### config.mk
export PLATFORM = sky130hd
export DESIGN_NAME = ccr_flag_unit
export DESIGN_NICKNAME = d
export VERILOG_FILES = /design/src/rtl/ccr_flag_unit.sv
export SDC_FILE = /design/constraint.sdc
export NUM_CORES = 1
export LEC_CHECK = 0
export CAP_MARGIN = 15
export CORE_MARGIN = 1.5
export CORE_UTILIZATION = 45
export DETAILED_ROUTE_END_ITERATION = 10
export GPL_TIMING_DRIVEN = 0
export PLACE_DENSITY = 0.74
export RECOVER_POWER = 25
export SLEW_MARGIN = 10
export SYNTH_ARGS = -nofsm -noshare
export SYNTH_HDL_FRONTEND = slang
export SYNTH_SLANG_ARGS = --single-unit
### constraint.sdc
create_clock -name clk -period 1.7 [get_ports clk]
set_input_delay 0.255 -clock clk [delete_from_list [all_inputs] [get_ports clk]]
set_output_delay 0.255 -clock clk [all_outputs]
set_load 0.1 [all_outputs]
### src/rtl/ccr_flag_unit.sv
// ccr_flag_unit: condition-code register {V,C,N,Z} with masked ALU commit,
// conditional-jump evaluation (taken jump clears the tested flag) and a LIFO
// shadow stack that preserves flags across nested interrupts.
//
// Ports:
//   clk, rst         single clock, synchronous active-high reset
//   alu_flags/mask   {V,C,N,Z} ALU flags and per-bit update enables
//   alu_valid        ALU result committed this cycle
//   jmp_en/jmp_type  conditional jump in execute; type 00=Z 01=N 10=C 11=V
//   int_save         push CCR to the shadow stack
//   rti_restore      pop the shadow stack into the CCR
//   flags_out        registered CCR; cin_out is its C bit
//   jmp_taken        combinational from the registered CCR
//   depth            shadow entries in use; shadow_full/shadow_empty status
//   err_ovf/err_unf  sticky push-while-full / pop-while-empty errors
module ccr_flag_unit #(
    parameter int unsigned DEPTH = 4,
    parameter int unsigned DW    = $clog2(DEPTH + 1)
) (
    input  logic          clk,
    input  logic          rst,
    input  logic [3:0]    alu_flags,
    input  logic [3:0]    alu_mask,
    input  logic          alu_valid,
    input  logic          jmp_en,
    input  logic [1:0]    jmp_type,
    input  logic          int_save,
    input  logic          rti_restore,
    output logic [3:0]    flags_out,
    output logic          cin_out,
    output logic          jmp_taken,
    output logic [DW-1:0] depth,
    output logic          shadow_full,
    output logic          shadow_empty,
    output logic          err_ovf,
    output logic          err_unf
);

    logic [3:0]    ccr_q, ccr_d;
    logic [DW-1:0] depth_q, depth_d;
    logic [3:0]    stack_q [DEPTH];
    logic [3:0]    stack_d [DEPTH];
    logic          err_ovf_q, err_ovf_d;
    logic          err_unf_q, err_unf_d;

    logic [3:0]    upd;
    logic [3:0]    top;
    logic          full, empty;

    // jmp_type doubles as the bit index of the tested flag in {V,C,N,Z}.
    assign jmp_taken = jmp_en & ccr_q[jmp_type];

    always_comb begin
        full  = (depth_q == DW'(DEPTH));
        empty = (depth_q == '0);

        // Top-of-stack read via compare so the index never exceeds the array.
        top = '0;
        for (int unsigned i = 0; i < DEPTH; i++) begin
            if (depth_q == DW'(i + 1)) top = stack_q[i];
        end

        // AND with the mask keeps X on masked-off flag inputs out of the CCR.
        upd = ccr_q;
        if (alu_valid) upd = (ccr_q & ~alu_mask) | (alu_flags & alu_mask);
        // Clear follows the ALU merge so it wins on a same-bit collision.
        if (jmp_taken) upd[jmp_type] = 1'b0;

        ccr_d     = upd;
        depth_d   = depth_q;
        stack_d   = stack_q;
        err_ovf_d = err_ovf_q;
        err_unf_d = err_unf_q;

        if (int_save && rti_restore && !empty) begin
            // Swap: CCR takes the top, the top takes the pre-update CCR.
            ccr_d = top;
            for (int unsigned i = 0; i < DEPTH; i++) begin
                if (depth_q == DW'(i + 1)) stack_d[i] = ccr_q;
            end
        end else begin
            if (int_save) begin
                if (!full) begin
                    for (int unsigned i = 0; i < DEPTH; i++) begin
                        if (depth_q == DW'(i)) stack_d[i] = ccr_q;
                    end
                    depth_d = depth_q + DW'(1);
                end else begin
                    err_ovf_d = 1'b1;
                end
            end
            // Both requests at depth 0 land here: the push above stands,
            // the pop is refused and the CCR keeps the normal update.
            if (rti_restore) begin
                if (!empty) begin
                    ccr_d   = top;
                    depth_d = depth_q - DW'(1);
                end else begin
                    err_unf_d = 1'b1;
                end
            end
        end
    end

    always_ff @(posedge clk) begin
        if (rst) begin
            ccr_q     <= '0;
            depth_q   <= '0;
            err_ovf_q <= 1'b0;
            err_unf_q <= 1'b0;
        end else begin
            ccr_q     <= ccr_d;
            depth_q   <= depth_d;
            err_ovf_q <= err_ovf_d;
            err_unf_q <= err_unf_d;
        end
    end

    // Stack contents need no reset: entries above depth are never read.
    always_ff @(posedge clk) begin
        stack_q <= stack_d;
    end

    always_comb begin
        flags_out    = ccr_q;
        cin_out      = ccr_q[2];
        depth        = depth_q;
        shadow_full  = full;
        shadow_empty = empty;
        err_ovf      = err_ovf_q;
        err_unf      = err_unf_q;
    end

endmodule

# == After elaboration in Yosys (flattened, before gate mapping) ==
# Index checks and enable logic that the tools add are counted.
# totals
register_bits,25
input_bits,16
output_inout_bits,13
elab_cells,70
# classes
add_sub_neg,2
n_lt_le_gt_ge,2
n_eq_ne,9
mux,25
n_bitwise,8
n_reduce_logical,16
# op_table
op,count
4-bit 2-to-1 mux,14
16-bit 2-to-1 mux,3
4-bit AND reduction,4
4-bit bitwise AND,3
3-bit 2-to-1 mux,4
2-bit nonzero test,5
4-bit NOT,2
"3-bit by 2-bit equality test with 1-bit output, second input constant",2
"2-bit by 1-bit != test with 1-bit output, second input constant",3
3-bit AND reduction,2
"2-bit != test, second input constant",2
4-bit OR,1
"3-bit by 1-bit adder with 3-bit output, second input constant",1
"3-bit by 1-bit equality test with 1-bit output, second input constant",1
"3-bit equality test, second input constant",1
1-bit logical AND,3
3-bit logical NOT,1
"2-bit by 3-bit less-than comparator with 1-bit output, second input constant",1
"3-bit by 1-bit subtractor with 3-bit output, second input constant",1
1-bit binary-select mux with 2-bit select,1
1-bit demux with 2-bit select,1
"2-bit by 1-bit >= comparator with 1-bit output, second input constant",1
1-bit 2-to-1 mux,2
1-bit bitwise AND,1
2 further kinds,2

# == Depth between registers and ports, before layout ==
# Gate-level depths: netlist of run 1.
# logic_depth
ltp_word,10
ltp_mapped,7

# == Least setup slack after synthesis of run 1 ==
# Ideal clock, no wire load.
# synth_path
kind,flip-flop to flip-flop
start,"reg depth_q[1], in the netlist depth[1]"
end,"reg depth_q[1], in the netlist depth[1]"
setup_time_ps,103
t_arrival_ps,2655
t_required_ps,1597
path_slack_ps,-1058
stages_incl_launch_ff,8
cell_sequence,dfxtp_1 > inv_1 > ha_1 > buf_2 > nand2b_1 > inv_1 > a21o_1 > a2111oi_2
# synth_rtl
element,line,text
"start, declared",40,"logic [DW-1:0] depth_q, depth_d;"
"start signal, assigned",113,depth_q <= depth_d;
3-bit logical NOT *,55,empty = (depth_q == '0);
named net shadow_empty,34,"output logic shadow_empty,"
3-bit 2-to-1 mux / 1-bit logical NOT (equally long branches),n/a,
3-bit 2-to-1 mux / 1-bit logical AND (equally long branches),"94, 75",
# Mark *: on every way through the listed nets, which the timed path passes. The rest lies on a longest branch.
# A chain may end at the register's enable or synchronous reset.

# == Final worst setup path of run 1 ==
# layout_path
start,"reg ccr_q[3], in the netlist flags_out[3]"
end,out jmp_taken
# layout_between
elab_chain_cells,3
# layout_lines
element,line,text
"start, declared",39,"logic [3:0] ccr_q, ccr_d;"
"start signal, assigned",112,ccr_q <= ccr_d;
1-bit binary-select mux with 2-bit select,51,assign jmp_taken = jmp_en & ccr_q[jmp_type];
1-bit 2-to-1 mux (implied by the code),51,
1-bit bitwise AND,51,
"end, declared",31,"output logic jmp_taken,"
# Every way passes these cells. The select of a mux whose other input is x is not followed.

==> results of run 1 <==
## layout by cell type (no fill, tap or decap), types with 4 or more instances in the layout
master           instances
nor2_1                   7
buf_4                   15
a21oi_1                  4
nand2_1                  9
a22o_1                   4
a21o_1                   6
clkdlybuf4s50_1         12
dfxtp_4                  6
mux2i_1                  6
clkdlybuf4s15_2          9
edfxtp_1                16
buf_2                    4
a221oi_1                 4
## cells in the mapped netlist, drive strengths merged, types with 4 or more instances
cell    number
edfxtp      16
a221oi       5
nor2         8
nand2        9
o32ai        4
buf          9
a22o         4
a21o         6
dfxtp        9
mux2i        6
a21oi        4
nand2b       4
inv          5
ha           6
## per-stage QoR
stage | TNS [ns] | power [mW] | util [%] | setup slack (ns)
final | -0.08766 | 3.658 | 66.16 | -0.03411
after global placement | -4.700 | 3.084 | 60.00 | -1.021
after global routing | -0.4402 | 3.858 | 66.16 | -0.09159
after detailed placement | -4.949 | 3.120 | 60.00 | -1.054
after floorplan | -0.5200 | 2.658 | - | -0.3183
after CTS | -0.2275 | 3.554 | 63.88 | -0.09194
## cell families after synthesis
logic type	share of synthesized area, %
adders and majority gates	5.305
AOI/OAI and AO/OA	18.39
DFF	46.68
muxes	6.631
xor gates and xnor gates	0.6190
and+or+nand+nor	17.15
buffers and inverters	5.216
## how the worst max path moves through the flow
stage / start / endpoint / slack, ns / cells past startpoint
final: flags_out[3] / jmp_taken / -0.03 / 3
after global routing: depth[1] / shadow_full / -0.09 / 5
after CTS: depth[1] / shadow_full / -0.09 / 6
after detailed placement: jmp_type[0] / jmp_taken / -1.05 / 4
after global placement: jmp_type[0] / jmp_taken / -1.02 / 4
after floorplan: depth[1] / depth[1] / -0.32 / 7
## what timing repair did
item	in CTS	in global routing
pin swaps	2	5
gates resized for setup	63	4
endpoints found under the setup margin	13	20
buffers inserted	6	9
## flip-flops by register name (all words and copies together), names as in the netlist
register and flops:
flags_out 4, depth 3, stack_q 16, err_ovf 1, err_unf 1
## worst max-delay path: stages (launching register included)
cell and delay, ns:
dfxtp_4 0.39, mux4_2 0.46, and2_4 0.16, buf_12 0.16
## cell type report
cell class | count | area [um2] | area share, %
clock buffer | 3 | 22.52 | 1.124
multi-input combinational | 86 | 744.5 | 37.16
timing repair buffer | 41 | 400.4 | 19.99
clock inverter | 1 | 7.507 | 0.3748
tap | 44 | 55.05 | 2.748
inverter | 5 | 30.03 | 1.499
buffer | 8 | 60.06 | 2.998
sequential | 25 | 683.2 | 34.10
## per-layer routing
metal | share of wire (%) | vias up
met3 | 3.5 | 4
met5 | 0 | -
li1 | - | 564
met2 | 48 | 25
met4 | 1.0 | 0
met1 | 48 | 531
## where the power goes
group	internal, mW	total, mW	leakage (nW)	switching, mW
Clock	0.0898	0.265	0.0139	0.175
Combinational	0.924	2.43	0.515	1.51
Sequential	0.869	0.963	0.229	0.0938
==> results.py, run 1 <==
metrics = {
    "run_status": {
        "status": "complete, but fails checks",
        "violations": "negative setup slack",
    },
    "clock_tree": {
        "h-tree-depth": 1,
        "cts_sinks": 25,
        "cts_tree": "built",
        "clock_path_buffers": 2,
        "root_buffer": "clkbuf_4",
        "cts_buffers": 3,
        "ctsHoldBuffers": 0,
        "clk_pin_slew_ns": 0.14,
        "clk-insertion-delay-late_ns": 0.32,
    },
    "worst_setup_path": {
        "cp_data_arrival_time_ns": 1.48,
        "worstReg2RegEnd": "flags_out[1]",
        "ff2ff_path_depth": 7,
        "path_class": "flop to output pin",
        "setup.worst_path.start_class": "flop",
        "critPathRequiredTime_ns": 1.44,
        "r2r_slack_ns": -0.02,
        "crit_path_max_fanout": 4,
        "reg2reg_from": "depth[1]",
        "cp-end-kind": "output pin",
    },
    "hold_path": {
        "min_path_cells": 2,
        "hold_end": "err_unf",
        "hold_class": "input pin to flop",
        "min_from": "rst",
    },
    "global_routing": {
        "track_usage_pct": 20.18,
        "met2_usage_pct": 30.79,
        "first_global_vias": 1049,
        "top_usage_layer": "met2",
        "grt_pass1_wl_um": 5181,
        "gr-usage-met1_pct": 29.47,
        "use_met3_pct": 4.367,
        "grt_antenna_before_repair": 0,
        "overflow": 0,
        "grt_max_degree": 16,
    },
    "floorplan": {
        "num_rows": 20,
        "die_h_um": 59.08,
        "initial_core_util_pct": 46.74,
        "die_w_um": 59.08,
        "coreArea_um2": 3028,
        "ioPinCount": 29,
        "die_area_um2": 3490,
    },
    "sta": {
        "report.final.slew_viol_count": 0,
        "max_slew.worst_pin.slew_ns": 0.5505,
        "fin_crit_ns": 1.734,
        "setup_viol": 4,
        "fin_crit_sh_pct": 102.0,
        "relSlewSlack_pct": 63.47,
        "hold_ws_ns": 0.2631,
        "timing.final.ws_setup_ns": -0.03411,
        "hold_viol_final": 0,
        "rsz0062_at_grt": "yes",
        "fin_skew_ns": 0.008602,
        "fmax_ghz": 0.5767,
    },
    "layout": {
        "areaGrowthSynthToFinish_pct": 41.56,
        "drive_gt1_share_pct": 37.28,
        "n_fill_cell": 238,
        "diodes": 0,
        "final_cells": 213,
        "final_cell_area_um2": 2003,
        "layout.nets": 192,
    },
    "logic_synthesis": {
        "synth.area.top_cells": "edfxtp_1, dfxtp_1, ha_1",
        "synth_area_leader_cell": "edfxtp_1",
        "synth_edf_count": 16,
        "yosys_warnings": 0,
        "syn_nets": 147,
        "synth_seq_cells": 25,
        "synth_area_um2": 1415,
        "synthFlopType": "edfxtp_1",
        "yosysTopAreaCellShare_pct": 33.95,
        "synthCells": 125,
        "avgSynthCellArea_um2": 11.32,
        "synthArstFlopShare_pct": 0,
        "ys_seq_area_share_pct": 46.68,
        "yosysUniqueCellTypes": 39,
    },
    "routing": {
        "drtIter0Drc": 31,
        "drcViolationCount": 0,
        "vias": 1124,
        "ant_nets": 0,
        "avgViaCountPerCell": 5.277,
        "wl_per_cell_um": 14.88,
        "wirelength_um": 3169,
        "first_pass_iters": 4,
    },
    "place": {
        "post-dp-hpwl_um": 2294,
        "port_buffers": 26,
        "place_congestion": 0.8350,
        "placed_cell_area_um2": 1817,
        "dpl.cell_count": 195,
    },
    "pwr": {
        "ir_worst_vdd_mv": 0.8129,
        "p_leak_nw": 0.7583,
        "p_per_area_nw_per_um2": 1826,
    },
    "job": {
        "drv_cap": 0,
    },
}
(Power assumes the default switching activity.)
==> inputs of run 2 (changes only) <==
MAX_ROUTING_LAYER = met4   (was unset)
TNS_END_PERCENT = 50   (was unset)
==> run 2 against run 1 <==
  * The run still ends with negative setup slack left
  * Worst hold slack lost 0.0029 ns
  * Final cell count shrank 1.4%
  * Non-clock buffer count shrank 3
  * Sequential power grew 0.9%
  * Critical endpoint unchanged
==> results.py, run 2 (synthesis results as in run 1) <==
metrics = {
    "run_status": {
        "status": "complete, but fails checks",
        "violations": "negative setup slack",
    },
    "sta": {
        "setup_viol": 2,
        "report.final.slew_viol_count": 0,
        "fin_crit_sh_pct": 103.0,
        "fin_crit_ns": 1.751,
        "hold_ws_ns": 0.2603,
        "hold_viol_final": 0,
        "relSlewSlack_pct": 63.44,
        "rsz0062_at_grt": "yes",
        "timing.final.ws_setup_ns": -0.05088,
        "max_slew.worst_pin.slew_ns": 0.5509,
        "fin_skew_ns": 0.01348,
        "fmax_ghz": 0.5711,
    },
    "worst_setup_path": {
        "cp-end-kind": "output pin",
        "path_class": "flop to output pin",
        "cp_data_arrival_time_ns": 1.50,
        "critPathBufInv": 1,
        "crit_path_max_fanout": 6,
        "critPathRequiredTime_ns": 1.44,
        "setup.worst_path.start_class": "flop",
        "slowest_delay_ns": 0.45,
        "cp_cell_sequence": "mux4_2 > and2_4 > buf_12",
        "crit_family": "multiplexers",
        "crit_path_top_delay_cell": "mux4_2",
    },
    "global_routing": {
        "first_global_vias": 1118,
        "grt_antenna_before_repair": 0,
        "track_usage_pct": 22.38,
        "overflow": 0,
        "grt_pass1_wl_um": 5478,
        "grt_max_degree": 16,
    },
    "clock_tree": {
        "cts_tree": "built",
        "clk-insertion-delay-late_ns": 0.33,
        "cts_sinks": 25,
        "ctsHoldBuffers": 0,
        "h-tree-depth": 1,
        "root_buffer": "clkbuf_4",
        "clk_pin_slew_ns": 0.15,
        "cts_buffers": 3,
        "clock_path_buffers": 2,
    },
    "layout": {
        "regArea_um2": 686.9,
        "areaGrowthSynthToFinish_pct": 40.58,
        "drive_gt1_share_pct": 37.35,
        "multiInputGateArea_um2": 737.0,
        "final_common_cell": "edfxtp_1",
        "diodes": 0,
        "layout_common_cells": "edfxtp_1, buf_4, clkdlybuf4s50_1, nand2_1, clkdlybuf4s15_2",
        "largest_reg_flops": 16,
        "final_cell_area_um2": 1989,
        "largest_register": "stack_q",
        "fin_util_pct": 65.70,
        "layout.nets": 189,
        "n_fill_cell": 250,
    },
    "routing": {
        "vias": 1118,
        "avgViaCountPerCell": 5.324,
        "ant_nets": 0,
        "wirelength_um": 3478,
        "wl_per_cell_um": 16.56,
        "drtIter0Drc": 39,
        "drcViolationCount": 0,
        "first_pass_iters": 4,
    },
    "pwr": {
        "p_per_area_nw_per_um2": 1857,
        "p_leak_nw": 0.7475,
        "ir_worst_vdd_mv": 0.8818,
    },
    "floorplan": {
        "num_rows": 20,
        "initial_core_util_pct": 46.74,
        "die_area_um2": 3490,
        "ioPinCount": 29,
        "die_w_um": 59.08,
        "die_h_um": 59.08,
        "coreArea_um2": 3028,
    },
    "place": {
        "port_buffers": 26,
        "placed_cell_area_um2": 1804,
        "place_congestion": 0.9051,
        "post-dp-hpwl_um": 2347,
    },
    "job": {
        "drv_cap": 0,
    },
    "hold_path": {
        "hold_class": "input pin to flop",
    },
}
run 2: final timing paths:
check                from      endpoint  slack (ns)  cells past startpoint
max          flags_out[1]     jmp_taken       -0.05                      3
min                   rst       err_unf        0.26                      2
max reg2reg      depth[1]  flags_out[0]        0.08                      6
min reg2reg  flags_out[0]    stack_q[0]        0.50                      0
run 2: metal layers:
layer	vias up	share of wire (%)	routed length (um)	track usage, %
met3	4	3.9	137	2.620
met2	30	49	1717	35.56
met4	0	0.86	30	5.844
met5	-	0	0	-
met1	525	46	1593	30.58
li1	559	-	-	-
run 2: layout make-up:
class,count,share of cell area (%)
Inverter,5,1.384
Buffer,8,3.019
Timing Repair Buffer,38,19.75
Multi-Input combinational cell,86,37.04
Clock buffer,3,1.132
Sequential cell,25,34.53
Clock inverter,1,0.3774
Tap cell,44,2.767
run 2: timing repair:
| item | 4_1_cts | 5_1_grt |
|---|---|---|
| pin swaps | 3 | 1 |
| resized for setup | 65 | 4 |
| buffers inserted | 10 | 2 |
| setup endpoints to repair | 14 | 11 |
run 2: per-stage QoR:
step / power (mW) / setup slack [ns] / TNS [ns] / cells
floorplan: 2.640 / -0.3183 / -0.5650 / 125
global placement: 3.081 / -1.017 / -4.498 / 195
detailed placement: 3.119 / -1.037 / -4.930 / 195
CTS: 3.621 / -0.09866 / -0.1507 / 209
global route: 3.867 / -0.08644 / -0.1854 / 210
finish: 3.694 / -0.05088 / -0.08626 / 210
run 2: power breakdown:
part / switching (mW) / internal, mW
Sequential: 0.100 / 0.872
Combinational: 1.52 / 0.918
Clock: 0.194 / 0.0902
